===== src/rtl/ps2_event_queue_if.sv =====
// Bundle of the byte-input, acknowledge and presentation signals that pass
// between the PS/2 keyboard front end and the CPU-facing event queue.
//   received_data/_en : incoming PS/2 byte and its one-cycle strobe
//   kb_ack            : CPU acknowledge toggle (asynchronous to clock50)
//   kb_clr            : one-cycle pulse clearing the sticky overflow flag
//   kb_ch/kb_flags    : presented scancode and its {brk, ext} flags
//   kb_tr             : event toggle, pending while it differs from kb_ack
//   kb_overflow       : sticky "an event was dropped"
//   kb_count          : number of entries waiting in the FIFO
interface ps2_event_queue_if #(
  parameter int DEPTH_LOG2 = 4
);
  logic [7:0]          received_data;
  logic                received_data_en;
  logic                kb_ack;
  logic                kb_clr;
  logic [7:0]          kb_ch;
  logic [1:0]          kb_flags;
  logic                kb_tr;
  logic                kb_overflow;
  logic [DEPTH_LOG2:0] kb_count;

  // Producer/consumer side driving bytes and acknowledges.
  modport master (
    output received_data, received_data_en, kb_ack, kb_clr,
    input  kb_ch, kb_flags, kb_tr, kb_overflow, kb_count
  );

  // Event queue side.
  modport slave (
    input  received_data, received_data_en, kb_ack, kb_clr,
    output kb_ch, kb_flags, kb_tr, kb_overflow, kb_count
  );
endinterface


===== src/rtl/ps2_event_queue.sv =====
// PS/2 scancode event queue.
// Decodes the raw PS/2 byte stream (E0 extended prefix, F0 break prefix,
// E1 pause sequence which is swallowed), stores {brk, ext, code} events in a
// FIFO and presents them one at a time on a toggle handshake.
// Ports:
//   clock50 : system clock, rising edge
//   reset_n : asynchronous active-low reset
//   ps2     : slave modport of ps2_event_queue_if (bytes in, events out)
module ps2_event_queue #(
  parameter int DEPTH_LOG2 = 4
) (
  input  logic             clock50,
  input  logic             reset_n,
  ps2_event_queue_if.slave ps2
);

  localparam int                  DATA_W   = 8;
  localparam int                  DEPTH    = 1 << DEPTH_LOG2;
  localparam logic [DEPTH_LOG2:0] FULL_CNT = {1'b1, {DEPTH_LOG2{1'b0}}};
  localparam logic [DATA_W-1:0]   B_EXT    = 8'hE0;
  localparam logic [DATA_W-1:0]   B_BRK    = 8'hF0;
  localparam logic [DATA_W-1:0]   B_PAUSE  = 8'hE1;

  typedef enum logic [1:0] {
    S_IDLE = 2'd0,
    S_PFX  = 2'd1,
    S_SKIP = 2'd2
  } state_t;

  state_t                  r_state;
  state_t                  w_state_nxt;
  logic                    r_brk;
  logic                    r_ext;
  logic [2:0]              r_skip;
  logic                    r_ack_meta;
  logic                    r_ack_s;
  logic [DATA_W+1:0]       r_mem [DEPTH];
  logic [DEPTH_LOG2-1:0]   r_wr_ptr;
  logic [DEPTH_LOG2-1:0]   r_rd_ptr;
  logic [DEPTH_LOG2:0]     r_count;
  logic [DATA_W-1:0]       r_ch;
  logic [1:0]              r_flags;
  logic                    r_tr;
  logic                    r_ovf;

  logic [DATA_W-1:0]       w_byte;
  logic                    w_stb;
  logic                    w_emit;
  logic                    w_set_ext;
  logic                    w_set_brk;
  logic                    w_load_skip;
  logic                    w_dec_skip;
  logic                    w_pop;
  logic                    w_full;
  logic                    w_wr;
  logic                    w_drop;
  logic [DATA_W+1:0]       w_wr_data;
  logic [DATA_W+1:0]       w_head;

  assign w_byte = ps2.received_data;
  assign w_stb  = ps2.received_data_en;

  // ---- acknowledge synchronizer ----
  always_ff @(posedge clock50 or negedge reset_n) begin
    if (!reset_n) begin
      r_ack_meta <= 1'b0;
      r_ack_s    <= 1'b0;
    end else begin
      r_ack_meta <= ps2.kb_ack;
      r_ack_s    <= r_ack_meta;
    end
  end

  // ---- decoder FSM: state register ----
  always_ff @(posedge clock50 or negedge reset_n) begin
    if (!reset_n) r_state <= S_IDLE;
    else          r_state <= w_state_nxt;
  end

  // ---- decoder FSM: next state ----
  always_comb begin
    w_state_nxt = r_state;
    case (r_state)
      S_IDLE: begin
        if (w_stb) begin
          if (w_byte == B_EXT || w_byte == B_BRK) w_state_nxt = S_PFX;
          else if (w_byte == B_PAUSE)             w_state_nxt = S_SKIP;
        end
      end
      S_PFX: begin
        if (w_stb && w_byte != B_EXT && w_byte != B_BRK) w_state_nxt = S_IDLE;
      end
      S_SKIP: begin
        // <= 1 rather than == 1 so a corrupted zero count cannot lock us here.
        if (w_stb && r_skip <= 3'd1) w_state_nxt = S_IDLE;
      end
      default: w_state_nxt = S_IDLE;
    endcase
  end

  // ---- decoder FSM: outputs ----
  always_comb begin
    w_emit      = 1'b0;
    w_set_ext   = 1'b0;
    w_set_brk   = 1'b0;
    w_load_skip = 1'b0;
    w_dec_skip  = 1'b0;
    case (r_state)
      S_IDLE: begin
        if (w_stb) begin
          if (w_byte == B_EXT)        w_set_ext   = 1'b1;
          else if (w_byte == B_BRK)   w_set_brk   = 1'b1;
          else if (w_byte == B_PAUSE) w_load_skip = 1'b1;
          else                        w_emit      = 1'b1;
        end
      end
      S_PFX: begin
        if (w_stb) begin
          if (w_byte == B_EXT)      w_set_ext = 1'b1;
          else if (w_byte == B_BRK) w_set_brk = 1'b1;
          else                      w_emit    = 1'b1;
        end
      end
      S_SKIP: begin
        if (w_stb) w_dec_skip = 1'b1;
      end
      default: ;
    endcase
  end

  // ---- prefix flags and pause-skip counter ----
  always_ff @(posedge clock50 or negedge reset_n) begin
    if (!reset_n) begin
      r_brk  <= 1'b0;
      r_ext  <= 1'b0;
      r_skip <= 3'd0;
    end else begin
      if (w_emit) begin
        r_brk <= 1'b0;
        r_ext <= 1'b0;
      end else begin
        if (w_set_brk) r_brk <= 1'b1;
        if (w_set_ext) r_ext <= 1'b1;
      end
      if (w_load_skip)     r_skip <= 3'd7;
      else if (w_dec_skip) r_skip <= r_skip - 3'd1;
    end
  end

  // ---- FIFO control ----
  // A pop in the same cycle frees a slot, so a full FIFO still accepts then.
  assign w_pop     = (r_tr == r_ack_s) && (r_count != '0);
  assign w_full    = (r_count == FULL_CNT);
  assign w_wr      = w_emit && (!w_full || w_pop);
  assign w_drop    = w_emit && w_full && !w_pop;
  assign w_wr_data = {r_brk, r_ext, w_byte};
  assign w_head    = r_mem[r_rd_ptr];

  always_ff @(posedge clock50) begin
    if (w_wr) r_mem[r_wr_ptr] <= w_wr_data;
  end

  always_ff @(posedge clock50 or negedge reset_n) begin
    if (!reset_n) begin
      r_wr_ptr <= '0;
      r_rd_ptr <= '0;
      r_count  <= '0;
    end else begin
      if (w_wr)  r_wr_ptr <= r_wr_ptr + 1'b1;
      if (w_pop) r_rd_ptr <= r_rd_ptr + 1'b1;
      if (w_wr && !w_pop)      r_count <= r_count + 1'b1;
      else if (!w_wr && w_pop) r_count <= r_count - 1'b1;
    end
  end

  // ---- overflow flag: a same-cycle drop wins over clear ----
  always_ff @(posedge clock50 or negedge reset_n) begin
    if (!reset_n)        r_ovf <= 1'b0;
    else if (w_drop)     r_ovf <= 1'b1;
    else if (ps2.kb_clr) r_ovf <= 1'b0;
  end

  // ---- presentation register ----
  always_ff @(posedge clock50 or negedge reset_n) begin
    if (!reset_n) begin
      r_ch    <= '0;
      r_flags <= 2'b00;
      r_tr    <= 1'b0;
    end else if (w_pop) begin
      r_ch    <= w_head[DATA_W-1:0];
      r_flags <= w_head[DATA_W+1:DATA_W];
      r_tr    <= ~r_tr;
    end
  end

  assign ps2.kb_ch       = r_ch;
  assign ps2.kb_flags    = r_flags;
  assign ps2.kb_tr       = r_tr;
  assign ps2.kb_overflow = r_ovf;
  assign ps2.kb_count    = r_count;

endmodule


===== src/flat_wrapper.sv =====
// flat-port wrapper written by rule: the top's interface ports become plain ports
module ps2_event_queue_flat 
#(
  parameter int DEPTH_LOG2 = 4
)
  (clock50, reset_n, ps2_received_data, ps2_received_data_en, ps2_kb_ack, ps2_kb_clr, ps2_kb_ch, ps2_kb_flags, ps2_kb_tr, ps2_kb_overflow, ps2_kb_count);
  ps2_event_queue_if #(.DEPTH_LOG2(DEPTH_LOG2)) ps2_i ();
  input  logic clock50;
  input  logic reset_n;
  input wire logic [$bits(ps2_i.received_data)-1:0] ps2_received_data;
  input wire logic [$bits(ps2_i.received_data_en)-1:0] ps2_received_data_en;
  input wire logic [$bits(ps2_i.kb_ack)-1:0] ps2_kb_ack;
  input wire logic [$bits(ps2_i.kb_clr)-1:0] ps2_kb_clr;
  output wire logic [$bits(ps2_i.kb_ch)-1:0] ps2_kb_ch;
  output wire logic [$bits(ps2_i.kb_flags)-1:0] ps2_kb_flags;
  output wire logic [$bits(ps2_i.kb_tr)-1:0] ps2_kb_tr;
  output wire logic [$bits(ps2_i.kb_overflow)-1:0] ps2_kb_overflow;
  output wire logic [$bits(ps2_i.kb_count)-1:0] ps2_kb_count;
  assign ps2_i.received_data = ps2_received_data;
  assign ps2_i.received_data_en = ps2_received_data_en;
  assign ps2_i.kb_ack = ps2_kb_ack;
  assign ps2_i.kb_clr = ps2_kb_clr;
  assign ps2_kb_ch = ps2_i.kb_ch;
  assign ps2_kb_flags = ps2_i.kb_flags;
  assign ps2_kb_tr = ps2_i.kb_tr;
  assign ps2_kb_overflow = ps2_i.kb_overflow;
  assign ps2_kb_count = ps2_i.kb_count;
  ps2_event_queue #(.DEPTH_LOG2(DEPTH_LOG2)) u_core (.clock50(clock50), .reset_n(reset_n), .ps2(ps2_i));
endmodule

===== config.mk =====
export PLATFORM = sky130hd
export DESIGN_NAME = ps2_event_queue_flat
export DESIGN_NICKNAME = d
export VERILOG_FILES = /design/src/rtl/ps2_event_queue_if.sv /design/src/rtl/ps2_event_queue.sv /design/src/flat_wrapper.sv
export SDC_FILE = /design/constraint.sdc
export NUM_CORES = 1
export LEC_CHECK = 0
export ABC_CLOCK_PERIOD_IN_PS = 3600
export BUFFER_PORTS_ARGS = -buffer_cell sky130_fd_sc_hd__buf_2
export CAP_MARGIN = 20
export CORE_MARGIN = 10
export CORE_UTILIZATION = 29
export CTS_CLUSTER_SIZE = 30
export DETAILED_ROUTE_END_ITERATION = 7
export HOLD_SLACK_MARGIN = 0.06
export SYNTH_ARGS = -nofsm -noshare
export SYNTH_HDL_FRONTEND = slang
export SYNTH_SLANG_ARGS = --single-unit

===== constraint.sdc =====
create_clock -name clock50 -period 3.6 [get_ports clock50]
set_clock_uncertainty 0.15 [all_clocks]
set_input_delay 0.18 -clock clock50 [delete_from_list [all_inputs] [get_ports clock50]]
set_output_delay 0.18 -clock clock50 [all_outputs]
set_load 0.1 [all_outputs]

# After elaboration in Yosys (flattened, before gate mapping)

Memories as Yosys holds them, arrays and structs flattened. A register that Yosys moved wholly into a read port is not among the register bits.
Index checks and enable logic that the tools add are counted.

Bits in registers: 24
RAM bits: 160
Memories kept: 1

Memories:

| name         | depth | width | read ports | clocked after Yosys merged registers in | wr ports | RTL line              | source |
|---|---|---|---|---|---|---|---|
| u_core.r_mem | 16    | 10    | 1          | 1                                       | 1        | ps2_event_queue.sv:37 | `logic [DATA_W+1:0] r_mem [DEPTH];` |

Add/sub/neg operators: 5
Magnitude comparators: 1
Equal/unequal tests: 13
Muxes and demuxes: 40
Bitwise logic cells: 1
Reductions and logical operators: 24

Operators by type and width:

| kind                | number |
|---|---|
| $mux 1              | 29 |
| $eq 8x8->1 const B  | 3 |
| $ne 8x8->1 const B  | 2 |
| $mux 2              | 5 |
| $mux 5              | 2 |
| $reduce_bool 2->1   | 5 |
| $logic_and 1x1->1   | 9 |
| $add 4x1->4 const B | 2 |
| $mux 3              | 2 |
| $pmux 2 s3          | 1 |
| $add 5x1->5 const B | 1 |
| $eq 5x5->1 const B  | 1 |
| $reduce_bool 5->1   | 1 |
| $sub 5x1->5 const B | 1 |
| $logic_not 1->1     | 4 |
| $ne 2x1->1 const B  | 2 |
| $reduce_and 4->1    | 1 |
| $le 3x1->1 const B  | 1 |
| $ne 3x1->1 const B  | 1 |
| $sub 3x1->3 const B | 1 |
| $eq 2x1->1 const B  | 1 |
| $eq 2x2->1 const B  | 1 |
| $logic_not 2->1     | 1 |
| $logic_or 1x1->1    | 2 |
| 5 further kinds     | 5 |

# Logic depth before layout (Yosys ltp)

Gate-level depths: netlist of the first run.

Depth after elaboration: 11
Mapped depth: 11
Mapped depth without buffers: 10

# Worst setup path before layout of the first run

Ideal clock, no wire load.

Path kind: reg2reg
Start: register u_core.r_count[0] (netlist: u_core.ps2.kb_count[0])
End: register u_core.r_count[4] (netlist: u_core.ps2.kb_count[4])
Library setup time: 0.159 ns
Data arrival time: 3.061 ns
Slack: 0.230 ns
Cell stages (with the launch flop): 12
Buffers on the path: 1
Clock period less this slack: 3.370 ns
Cells stage by stage: dfrtp_1 -> nor4_4 -> a21oi_2 -> clkbuf_1 -> inv_1 -> ha_1 -> inv_1 -> ha_1 -> a21o_1 -> a21oi_1 -> mux2i_1 -> xnor2_1

Cells in the longest elaborated chain, start to end: 7
Elaborated cells on any way between the ends: 15

Ends and longest elaborated chain:

| what                                                | RTL line               | source |
|---|---|---|
| start, declared                                     | ps2_event_queue.sv:40  | `logic [DEPTH_LOG2:0] r_count;` |
| start signal, assigned                              | ps2_event_queue.sv:171 | `if (w_wr && !w_pop) r_count <= r_count + 1'b1;` |
| start signal, assigned                              | ps2_event_queue.sv:172 | `else if (!w_wr && w_pop) r_count <= r_count - 1'b1;` |
| branches (longest 7 deep; another with $sub 5x1->5) | -                      |  |

Parallel ways; which one is timed is not known. The select of a mux whose other input is x is not followed.
A chain may end at the register's enable or synchronous reset.

# Worst setup path after layout of the first run

Start: input port ps2_received_data[2]
End: register u_core.r_count[4] (netlist: u_core.ps2.kb_count[4])

Cells in the longest elaborated chain, start to end: 10
Elaborated cells on any way between the ends: 17

Ends and longest elaborated chain:

| what                               | RTL line               | source |
|---|---|---|
| start, declared                    | flat_wrapper.sv:10     | `input wire logic [$bits(ps2_i.received_data)-1:0] ps2_received_data;` |
| $eq 8x8->1                         | ps2_event_queue.sv:113 | `else if (w_byte == B_PAUSE) w_load_skip = 1'b1;` |
| $mux 1                             | ps2_event_queue.sv:113 |  |
| $mux 1                             | ps2_event_queue.sv:112 | `else if (w_byte == B_BRK) w_set_brk = 1'b1;` |
| $mux 1                             | ps2_event_queue.sv:111 | `if (w_byte == B_EXT) w_set_ext = 1'b1;` |
| $mux 1                             | ps2_event_queue.sv:110 | `if (w_stb) begin` |
| $pmux 1 s2 (*)                     | ps2_event_queue.sv:108 | `case (r_state)` |
| $logic_and 1x1->1 (*)              | ps2_event_queue.sv:154 | `assign w_wr = w_emit && (!w_full \|\| w_pop);` |
| named net u_core.w_wr              | ps2_event_queue.sv:55  | `logic w_wr;` |
| $logic_not 1->1                    | ps2_event_queue.sv:172 |  |
| $logic_and 1x1->1                  | ps2_event_queue.sv:172 |  |
| $reduce_bool 2->1 (no source line) | -                      |  |

The timed path passes the listed nets; every way through them passes the cells marked *.

==> reports/qor.yml, run 1 <==
status: "finished, final reports clean"
seq_area_frac_synth_pct: 71.9
portBuffers: 29
startpoint_type: "input pin"
path_max_fanout: 17
reg2reg_depth: 10
finalCritPeriodShare_pct: 89.8
path_cells: "dlygate4sd3_1, buf_2, nor4b_1, buf_4, a41oi_2, and2_1, ha_1, inv_1, ha_1, a21o_1, a21oi_1, mux2i_1, xnor2_1"
initial_core_util_pct: 29.3
ant_nets: 0
synthesis.nets: 437
timing.final.ws_setup_ns: 0.365
crit_top_cell: "ha_1"
syn-cell-area_sq_um: 7860
tritoncts: "done"
rrSetupSlack_ns: 0.44
cts_max_level: 4
crit_type: "input pin to register"
holdWs_ns: 0.0719
rr_endpoint: "u_core.ps2.kb_count[4]$_DFFE_PN0P_"
crit_buf_inv: 4
post_cts_resized: 0
nets: 500
grt.overflow.total: 0
critPathTopFamily: "buffers and inverters"
r2r_start: "u_core.ps2.kb_count[1]$_DFFE_PN0P_"
max_slew_margin_pct: 44.7
hold_viol: 0
route.vias.total: 4074
grt_pass1_wl_mm: 25.9
rsz0062_at_grt: "false"
cts_num_sinks: 194
dieArea_sq_um: 34100
synth.largest_area_cell: "edfxtp_1"
antenna_found_initial: 1
drt_wl_total_mm: 17.3
synthFlopType: "edfxtp_1"
power_w: 0.00759
hp-class: "input pin to register"
fin_crit_ns: 3.23
wl_per_cell_um: 20.9
syn_avg_cell_area_sq_um: 19.1
dieHeight_um: 185
cts-root-buf: "clkbuf_16"
gp_congestion: 0.824
synth_edf_count: 160
synth_top_area_share_pct: 61.1
antenna_cells: 0
insertion_delay_ns: 0.43
cts_buffer_depth: 2
die_width_um: 185
cap_violations: 0
hp-start: "ps2_received_data[5]"
crit_required_ns: 3.80
drv_slew: 0
synth.most_common_cell: "edfxtp_1"
async_flop_share_pct: 17.5
hold_end: "u_core.r_mem[8][5]$_DFFE_PP_"
syn_inst: 412
hold_buffers: 10
syn_to_final_growth_pct: 16.9
cp_data_arrival_time_ns: 3.43
ios: 30
drtIter0Drc: 353
floorplan.rows: 60
cts_buffers: 17
synth_area_leaders: "edfxtp_1 (61%), dfrtp_1 (11%), mux4_2 (7.7%)"
cts.clk_slew.worst_paths_ns: 0.07
yosys_warnings: 0
fin_setup_tns_ns: 0
grt_max_degree: 44
max_freq_mhz: 309
viasPerCell: 4.92
vdd_drop_max_mv: 0.416
drc: 0
dr.pass1.iters: 6
core-area_sq_um: 26800
drive_gt1_share_pct: 27.9
dp_hpwl_mm: 10.9
worst_slew_pin_slew_ns: 0.829
slowest_stage: "dlygate4sd3_1"
grt_pass1_vias: 4167
synth-seq-cells: 194
grt_usage_pct: 10.3
cts_setup_buffers: 0
power_leakage_nw: 3.14
synth.distinct_cells: 46
power_density_nw_per_um2: 826
endpoint_kind: "register"
setup-violations-final: 0
worst-path-stages: 13
preCtsSetupSlack_ns: 0.432
slowest_delay_ns: 0.56
synth_common_cells: "edfxtp_1 (160), dfrtp_1 (34), mux4_2 (27)"
whs_path_depth: 2
-- state kept, by name (all words and copies together), names as in the netlist, 2 cells and up --
register and cells:
u_core.r_rd_ptr 4, u_core.ps2.kb_flags 2, u_core.r_skip 3, u_core.r_state 2, u_core.r_mem 160, u_core.ps2.kb_ch 8, u_core.r_wr_ptr 4, u_core.ps2.kb_count 5
-- metal layers --
layer	global-route usage, %	vias to the layer above	wire length [um]
met3	3.33	17	1310
met4	2.67	0	178
met5	0	-	0
met2	15.9	125	8150
li1	-	1781	-
met1	13.7	2151	7700
-- power by group --
| group | switching (W) | internal [W] | leakage, nW |
|---|---|---|---|
| clock | 0.000839 | 0.00104 | 0.275 |
| sequential | 0.000216 | 0.00275 | 1.85 |
| combinational | 0.00174 | 0.00101 | 1.01 |
-- area by class of cell --
cell class                      instances  area, sq um
Multi-Input combinational cell        188         2050
Clock inverter                         13          153
Inverter                               11         41.3
Clock buffer                           18          429
Sequential cell                       194         5660
Fill cell                            2489        17600
Tap cell                              341          427
Timing Repair Buffer                   63          438
-- metrics by stage --
stage	std cells	util [%]	cell area (sq um)
3_5_place_dp	787	31.7	8510
5_1_grt	828	34.3	9190
2_1_floorplan	412	-	7860
4_1_cts	828	34.3	9190
6_report	828	34.3	9190
3_3_place_gp	787	31.7	8510
-- how the worst max path moves through the flow --
stage / end / startpoint / slack (ns)
after floorplan: u_core.ps2.kb_count[4]$_DFFE_PN0P_ / u_core.ps2.kb_count[0]$_DFFE_PN0P_ / 0.23
after global placement: u_core.ps2.kb_count[4]$_DFFE_PN0P_ / ps2_received_data[1] / 0.53
final: u_core.ps2.kb_count[4]$_DFFE_PN0P_ / ps2_received_data[2] / 0.37
after CTS: u_core.ps2.kb_count[4]$_DFFE_PN0P_ / ps2_received_data[2] / 0.32
after detailed placement: u_core.ps2.kb_count[4]$_DFFE_PN0P_ / u_core.ps2.kb_count[1]$_DFFE_PN0P_ / 0.43
after global routing: u_core.ps2.kb_count[4]$_DFFE_PN0P_ / ps2_received_data[1] / 0.13
-- layout by cell type (no fill, tap or decap), types with 3 or more instances in the layout --
cell,Yosys,routed
clkbuf_16,0,17
o22ai_2,7,7
nor3_1,5,5
inv_1,11,11
mux4_2,27,27
buf_4,1,23
a21oi_1,15,15
nor2_1,15,15
mux2_2,12,12
clkinvlp_4,0,3
dlygate4sd3_1,0,10
o22ai_1,14,14
xnor2_1,8,8
nand2_1,10,10
ha_1,11,11
xor2_1,3,3
mux4_1,13,13
o21ai_0,7,7
nand2b_1,4,4
edfxtp_1,160,160
o21a_1,3,3
nand3_1,10,10
dfrtp_1,34,33
buf_2,4,29
inv_6,0,3
-- kinds of logic (layout without fill, tap and decap cells) --
family,Yosys count,count (layout),synth area share (%)
XOR/XNOR,11,11,1.23
flip-flops,194,194,71.9
buffers and inverters,30,105,2.05
AND/OR/NAND/NOR,54,54,3.58
AO/OA/AOI/OAI,58,58,5.28
adder cells (fa/ha/maj),12,12,2.01
multiplexers,53,53,13.9
Power figures use the tool's default switching activity.
==> run 2, diff against run 1 <==
--- a/config.mk
+++ b/config.mk
@@ -5,7 +5,7 @@
 export SDC_FILE = /design/constraint.sdc
 export NUM_CORES = 1
 export LEC_CHECK = 0
-export ABC_CLOCK_PERIOD_IN_PS = 3600
+export ABC_CLOCK_PERIOD_IN_PS = 3700
 export BUFFER_PORTS_ARGS = -buffer_cell sky130_fd_sc_hd__buf_2
 export CAP_MARGIN = 20
 export CORE_MARGIN = 10
==> constraint.sdc (replaced) <==
create_clock -name clock50 -period 3.7 [get_ports clock50]
set_clock_uncertainty 0.15 [all_clocks]
set_input_delay 0.185 -clock clock50 [delete_from_list [all_inputs] [get_ports clock50]]
set_output_delay 0.185 -clock clock50 [all_outputs]
set_load 0.1 [all_outputs]
==> run 2 against run 1 <==
  * First-iteration DRC count is 6.2% higher
  * Die area stayed put
  * Critical path depth is 1 lower
  * Register-to-register slack better by 0.13 ns
  * Final area is 0.12% higher
  * Highest routed layer unchanged
  * Non-clock buffer count is 1 higher
  * Sequential share of layout area is 0.075 points lower
  * Core utilization hardly changed
  * Via count is 1.8% higher
  * Combinational power is 3% lower
  * Count of clock-buffer cells in the layout stayed put
  * Power is 2.7% lower
==> reports/qor.yml, run 2 (synthesized netlist as in run 1, its figures left out) <==
fin_crit_ns: 3.27
postPlaceCellArea_sq_um: 8510  # unchanged
tritoncts: "done"
finalCritPeriodShare_pct: 88.5
preCtsSetupSlack_ns: 0.296  # -0.136 ns
grt_pass1_vias: 4307  # +3.4%
nets: 501  # +0.20%
grt_usage_pct: 10.5  # +0.18 points
clock_power_share_pct: 24.4  # -0.3 points
dr.pass1.iters: 5  # -1
grt.overflow.total: 0  # unchanged
top_register: "u_core.r_mem"
floorplan.rows: 60  # unchanged
dieHeight_um: 185  # unchanged
rsz0062_at_grt: "false"
ios: 30  # unchanged
final_common_cell: "edfxtp_1"
insertion_delay_ns: 0.44  # about the same
ant_nets: 0  # unchanged
p_comb_share_pct: 36.1  # about the same
timing.final.ws_setup_ns: 0.427  # +0.0618 ns
portBuffers: 29  # unchanged
final_area_sq_um: 9200  # +0.12%
largest_reg_flops: 160  # unchanged
drtIter0Drc: 375  # +6.2%
antenna_found_initial: 0  # -1
power_leakage_nw: 3.15  # +0.48%
crit_type: "input pin to register"
gp_congestion: 0.761  # -7.6%
max_slew_margin_pct: 40.8  # -3.9 points
drive_gt1_share_pct: 28.2  # +0.29 points
core-area_sq_um: 26800  # unchanged
cts-root-buf: "clkbuf_16"
antenna_cells: 0  # unchanged
crit_required_ns: 3.91  # +0.11 ns
wl_per_cell_um: 20.9  # -0.39%
drc: 0  # unchanged
netSwitchingFraction_pct: 37.6  # +0.77 points
p_int_w: 0.00461  # -3.9%
grt_pass1_wl_mm: 26.5  # +2.3%
worst_slew_pin_slew_ns: 0.888  # +0.0586 ns
max_freq_mhz: 306
hp-class: "input pin to register"
dieArea_sq_um: 34100  # unchanged
dpl.cell_count: 787  # unchanged
path_max_fanout: 17  # unchanged
fin_setup_tns_ns: 0  # unchanged
route.vias.total: 4147  # +1.8%
setup-violations-final: 0  # unchanged
layout_common_cells: "edfxtp_1 (160), dfrtp_1 (33), buf_2 (29), mux4_2 (27), buf_4 (23)"
cts_setup_buffers: 0  # unchanged
endpoint_kind: "register"
viasPerCell: 5.00  # +1.5%
cts_buffers: 17  # unchanged
dp_hpwl_mm: 11.1  # +1.3%
grt_max_degree: 44  # unchanged
pwr-share-seq_pct: 39.6  # +0.5 points
initial_core_util_pct: 29.3  # unchanged
status: "finished, final reports clean"
vdd_drop_max_mv: 0.497  # +20%
drt_wl_total_mm: 17.3  # -0.15%
power_density_nw_per_um2: 803  # -2.9%
switchingPower_w: 0.00278  # -0.71%
hold_viol: 0  # unchanged
startpoint_type: "input pin"
drv_slew: 0  # unchanged
final_cell_count_no_fill: 830  # +0.24%
cts.clk_slew.worst_paths_ns: 0.08  # about the same
final_util_pct: 34.3  # +0.042 points
cp_data_arrival_time_ns: 3.48  # +0.05 ns
cts_max_level: 4  # unchanged
n_fill_cell: 2485  # -0.16%
cts_buffer_depth: 2  # unchanged
die_width_um: 185  # unchanged
cts_num_sinks: 194  # unchanged
cap_violations: 0  # unchanged
syn_to_final_growth_pct: 17.0
run 2: metal layers:
metal	wire [um]	up-vias	global-route usage [%]
met5	0	-	0
met4	252	0	3.22
met3	1040	17	2.84
met2	8260	140	16.2
met1	7770	2209	14.0
li1	-	1781	-
run 2: final cells by class:
cell class / instances / area [sq um] / area share, %
Timing Repair Buffer: 64 / 448 / 4.87
Clock inverter: 14 / 148 / 1.60
Multi-Input combinational cell: 188 / 2050 / 22.3
Inverter: 11 / 41.3 / 0.449
Clock buffer: 18 / 429 / 4.66
Tap cell: 341 / 427 / 4.64
Sequential cell: 194 / 5660 / 61.5
run 2: worst paths after layout:
check / from / to / slack (ns) / cells after the start
worst max-delay path: ps2_received_data[1] / u_core.ps2.kb_count[4]$_DFFE_PN0P_ / 0.43 / 12
worst min-delay path: ps2_received_data[6] / u_core.r_mem[0][6]$_DFFE_PP_ / 0.10 / 2
worst max register to register: u_core.ps2.kb_count[0]$_DFFE_PN0P_ / u_core.ps2.kb_count[4]$_DFFE_PN0P_ / 0.57 / 10
worst min register to register: u_core.r_ack_meta$_DFF_PN0_ / u_core.r_ack_s$_DFF_PN0_ / 0.21 / 0
max in group asynchronous: reset_n / u_core.r_rd_ptr[1]$_DFFE_PN0N_ / 2.53 / 2
min in group asynchronous: reset_n / u_core.ps2.kb_count[2]$_DFFE_PN0P_ / 0.26 / 2
run 2: worst max-delay path, stage by stage:
cell	delay (ns)
dlygate4sd3_1	0.54
buf_2	0.21
nor4b_2	0.46
a41oi_2	0.36
and2_1	0.31
ha_1	0.20
inv_1	0.16
ha_1	0.30
a21o_1	0.20
a21oi_1	0.17
mux2i_1	0.24
xnor2_1	0.14
run 2: metrics by stage:
step	hold WS [ns]	power, W
floorplan	-0.261	0.00500
global placement	0.153	0.00556
detailed placement	0.161	0.00565
CTS	0.0640	0.00746
global route	0.111	0.00773
finish	0.105	0.00739
run 2: power groups by stage:
stage | clock network, W | registers, W | logic, W
CTS | 0.00184 | 0.00292 | 0.00270
global placement | 0 | 0.00295 | 0.00262
floorplan | 0 | 0.00346 | 0.00153
global route | 0.00193 | 0.00296 | 0.00285
detailed placement | 0 | 0.00297 | 0.00268
finish | 0.00180 | 0.00292 | 0.00266
run 2: timing repair:
action,CTS,global route
hold buffers,10,1
resized for setup,0,1
hold endpoints to repair,134,9
endpoints found under the setup margin,0,1
==> run 3, diff against run 2 <==
--- a/config.mk
+++ b/config.mk
@@ -8,11 +8,14 @@
 export ABC_CLOCK_PERIOD_IN_PS = 3700
 export BUFFER_PORTS_ARGS = -buffer_cell sky130_fd_sc_hd__buf_2
 export CAP_MARGIN = 20
+export CELL_PAD_IN_SITES_DETAIL_PLACEMENT = 0
+export CELL_PAD_IN_SITES_GLOBAL_PLACEMENT = 2
 export CORE_MARGIN = 10
 export CORE_UTILIZATION = 29
 export CTS_CLUSTER_SIZE = 30
 export DETAILED_ROUTE_END_ITERATION = 7
 export HOLD_SLACK_MARGIN = 0.06
+export PLACE_DENSITY_LB_ADDON = 0.1
 export SYNTH_ARGS = -nofsm -noshare
 export SYNTH_HDL_FRONTEND = slang
 export SYNTH_SLANG_ARGS = --single-unit
==> run 3 against run 2 <==
  * Critical path depth stayed put
  * Final cell count grew 0.12%
  * Die area is the same
  * Power rose by 0.58%
  * Register-to-register slack barely moved
  * First-iteration DRC count is 17% lower
  * Wire length increased by 14%
  * Global-route usage increased by 1.6 points
  * Clock power barely moved
  * Maximum frequency rose by 0.91%
==> reports/qor.yml, run 3 (synthesized netlist as in run 1, its figures left out) <==
max_freq_mhz: 308  # +0.91%
ant_nets: 0  # unchanged
setup-violations-final: 0  # unchanged
worst_slew_pin_slew_ns: 1.00  # +0.116 ns
power_w: 0.00743  # +0.58%
cap_violations: 0  # unchanged
final_util_pct: 34.5  # +0.14 points
core-area_sq_um: 26800  # unchanged
antenna_found_initial: 0  # unchanged
highest_layer: "met4"
grt.overflow.total: 0  # unchanged
cts-root-buf: "clkbuf_16"
grt_max_degree: 44  # unchanged
insertion_delay_ns: 0.43  # about the same
fin_setup_tns_ns: 0  # unchanged
dieHeight_um: 185  # unchanged
drtIter0Drc: 311  # -17%
wl_per_cell_um: 23.7  # +13%
vdd_drop_max_mv: 0.248  # -50%
drive_gt1_share_pct: 28.6  # +0.35 points
portBuffers: 29  # unchanged
grt_pass1_wl_mm: 29.2  # +10%
cts.clk_slew.worst_paths_ns: 0.08  # about the same
floorplan.rows: 60  # unchanged
wl_met3_um: 563  # -46%
hp-class: "input pin to register"
cts_num_sinks: 194  # unchanged
hold_viol: 0  # unchanged
grt_usage_pct: 12.1  # +1.6 points
antenna_cells: 0  # unchanged
layout_common_cells: "edfxtp_1 (160), dfrtp_1 (33), buf_2 (29), mux4_2 (27), buf_4 (22)"
tritoncts: "done"
cp_data_arrival_time_ns: 3.45  # -0.03 ns
slowest_stage: "nor4b_1"
viasPerCell: 4.78  # -4.3%
dieArea_sq_um: 34100  # unchanged
dr_wl_met2_mm: 9.45  # +14%
max_slew_margin_pct: 33.1  # -7.8 points
timing.final.ws_setup_ns: 0.457  # +0.0295 ns
dr.pass1.iters: 4  # -1
slowest_delay_ns: 0.61  # +0.07 ns
finalCritPeriodShare_pct: 87.7  # -0.80 points
path_max_fanout: 17  # unchanged
fin_crit_ns: 3.24  # -0.0295 ns
drc: 0  # unchanged
crit_top_cell: "ha_1"
die_width_um: 185  # unchanged
post_cts_resized: 0  # unchanged
drt_wl_total_mm: 19.7  # +14%
syn_to_final_growth_pct: 17.5
startpoint_type: "input pin"
crit_type: "input pin to register"
initial_core_util_pct: 29.3  # unchanged
met1_length_mm: 9.50  # +22%
top_register: "u_core.r_mem"
cts_buffers: 17  # unchanged
preCtsSetupSlack_ns: 0.557  # +0.261 ns
dp_hpwl_mm: 12.1  # +9.2%
power_leakage_nw: 3.16  # +0.32%
rsz0062_at_grt: "false"
drv_slew: 0  # unchanged
crit_required_ns: 3.91  # about the same
power_density_nw_per_um2: 804  # +0.17%
ios: 30  # unchanged
final_common_cell: "edfxtp_1"
status: "finished, final reports clean"
cts_max_level: 4  # unchanged
path_cells: "dlygate4sd3_1, buf_2, nor4b_1, a41oi_2, and2_1, ha_1, inv_1, ha_1, a21o_1, a21oi_1, mux2i_1, xnor2_1"
cts_buffer_depth: 2  # unchanged
nets: 502  # +0.20%
route.vias.total: 3972  # -4.2%
endpoint_kind: "register"
grt_pass1_vias: 4297  # -0.23%
gp_congestion: 0.729  # -4.2%
largest_reg_flops: 160  # unchanged
## run 3: power by group
part	internal [W]	switching (W)
sequential	0.00267	0.000202
combinational	0.000991	0.00173
clock	0.000910	0.000916
## run 3: final cells by class
type                            count  area, sq um
Clock buffer                       17          425
Sequential cell                   194         5660
Clock inverter                     15          163
Timing Repair Buffer               65          480
Inverter                           11         41.3
Multi-Input combinational cell    188         2050
Tap cell                          341          427
Fill cell                        2512        17600
## run 3: stage by stage
step	hold slack [ns]	cells	cell area [sq um]
2_1_floorplan	-0.261	412	7860
3_3_place_gp	0.149	788	8540
3_5_place_dp	0.150	788	8540
4_1_cts	0.0896	831	9240
5_1_grt	0.0922	831	9240
6_report	0.0879	831	9240
## run 3: path summary, 6_finish.rpt
check	startpoint	endpoint	slack (ns)	cells past startpoint
max	ps2_received_data[1]	u_core.ps2.kb_count[4]$_DFFE_PN0P_	0.46	12
min	ps2_received_data[5]	u_core.r_mem[11][5]$_DFFE_PP_	0.09	2
max reg2reg	u_core.ps2.kb_count[1]$_DFFE_PN0P_	u_core.ps2.kb_count[4]$_DFFE_PN0P_	0.57	10
max in group asynchronous	reset_n	u_core.r_rd_ptr[1]$_DFFE_PN0N_	2.42	2
min reg2reg	u_core.r_ack_meta$_DFF_PN0_	u_core.r_ack_s$_DFF_PN0_	0.23	0
min in group asynchronous	reset_n	u_core.ps2.kb_count[2]$_DFFE_PN0P_	0.30	2
## run 3: per-layer routing
layer  track usage [%]  up-vias
met2              19.4       54
met1              16.5     2120
met5                 0        -
met4              3.41        0
met3              2.21        9
li1                  -     1789
## run 3: worst max-delay path, delay by kind of cell
| kind | cells | cell delay, ns |
|---|---|---|
| and+or+nand+nor | 2 | 0.90 |
| buffers and inverters | 3 | 0.88 |
| AOI/OAI and AO/OA | 3 | 0.59 |
| adders and majority gates | 2 | 0.52 |
| muxes | 1 | 0.23 |
| xor gates and xnor gates | 1 | 0.14 |
## run 3: repair_timing
item | 4_1_cts | 5_1_grt
hold endpoints to repair | 150 | 0
buffers inserted | 0 | 0
hold buffers | 11 | 0
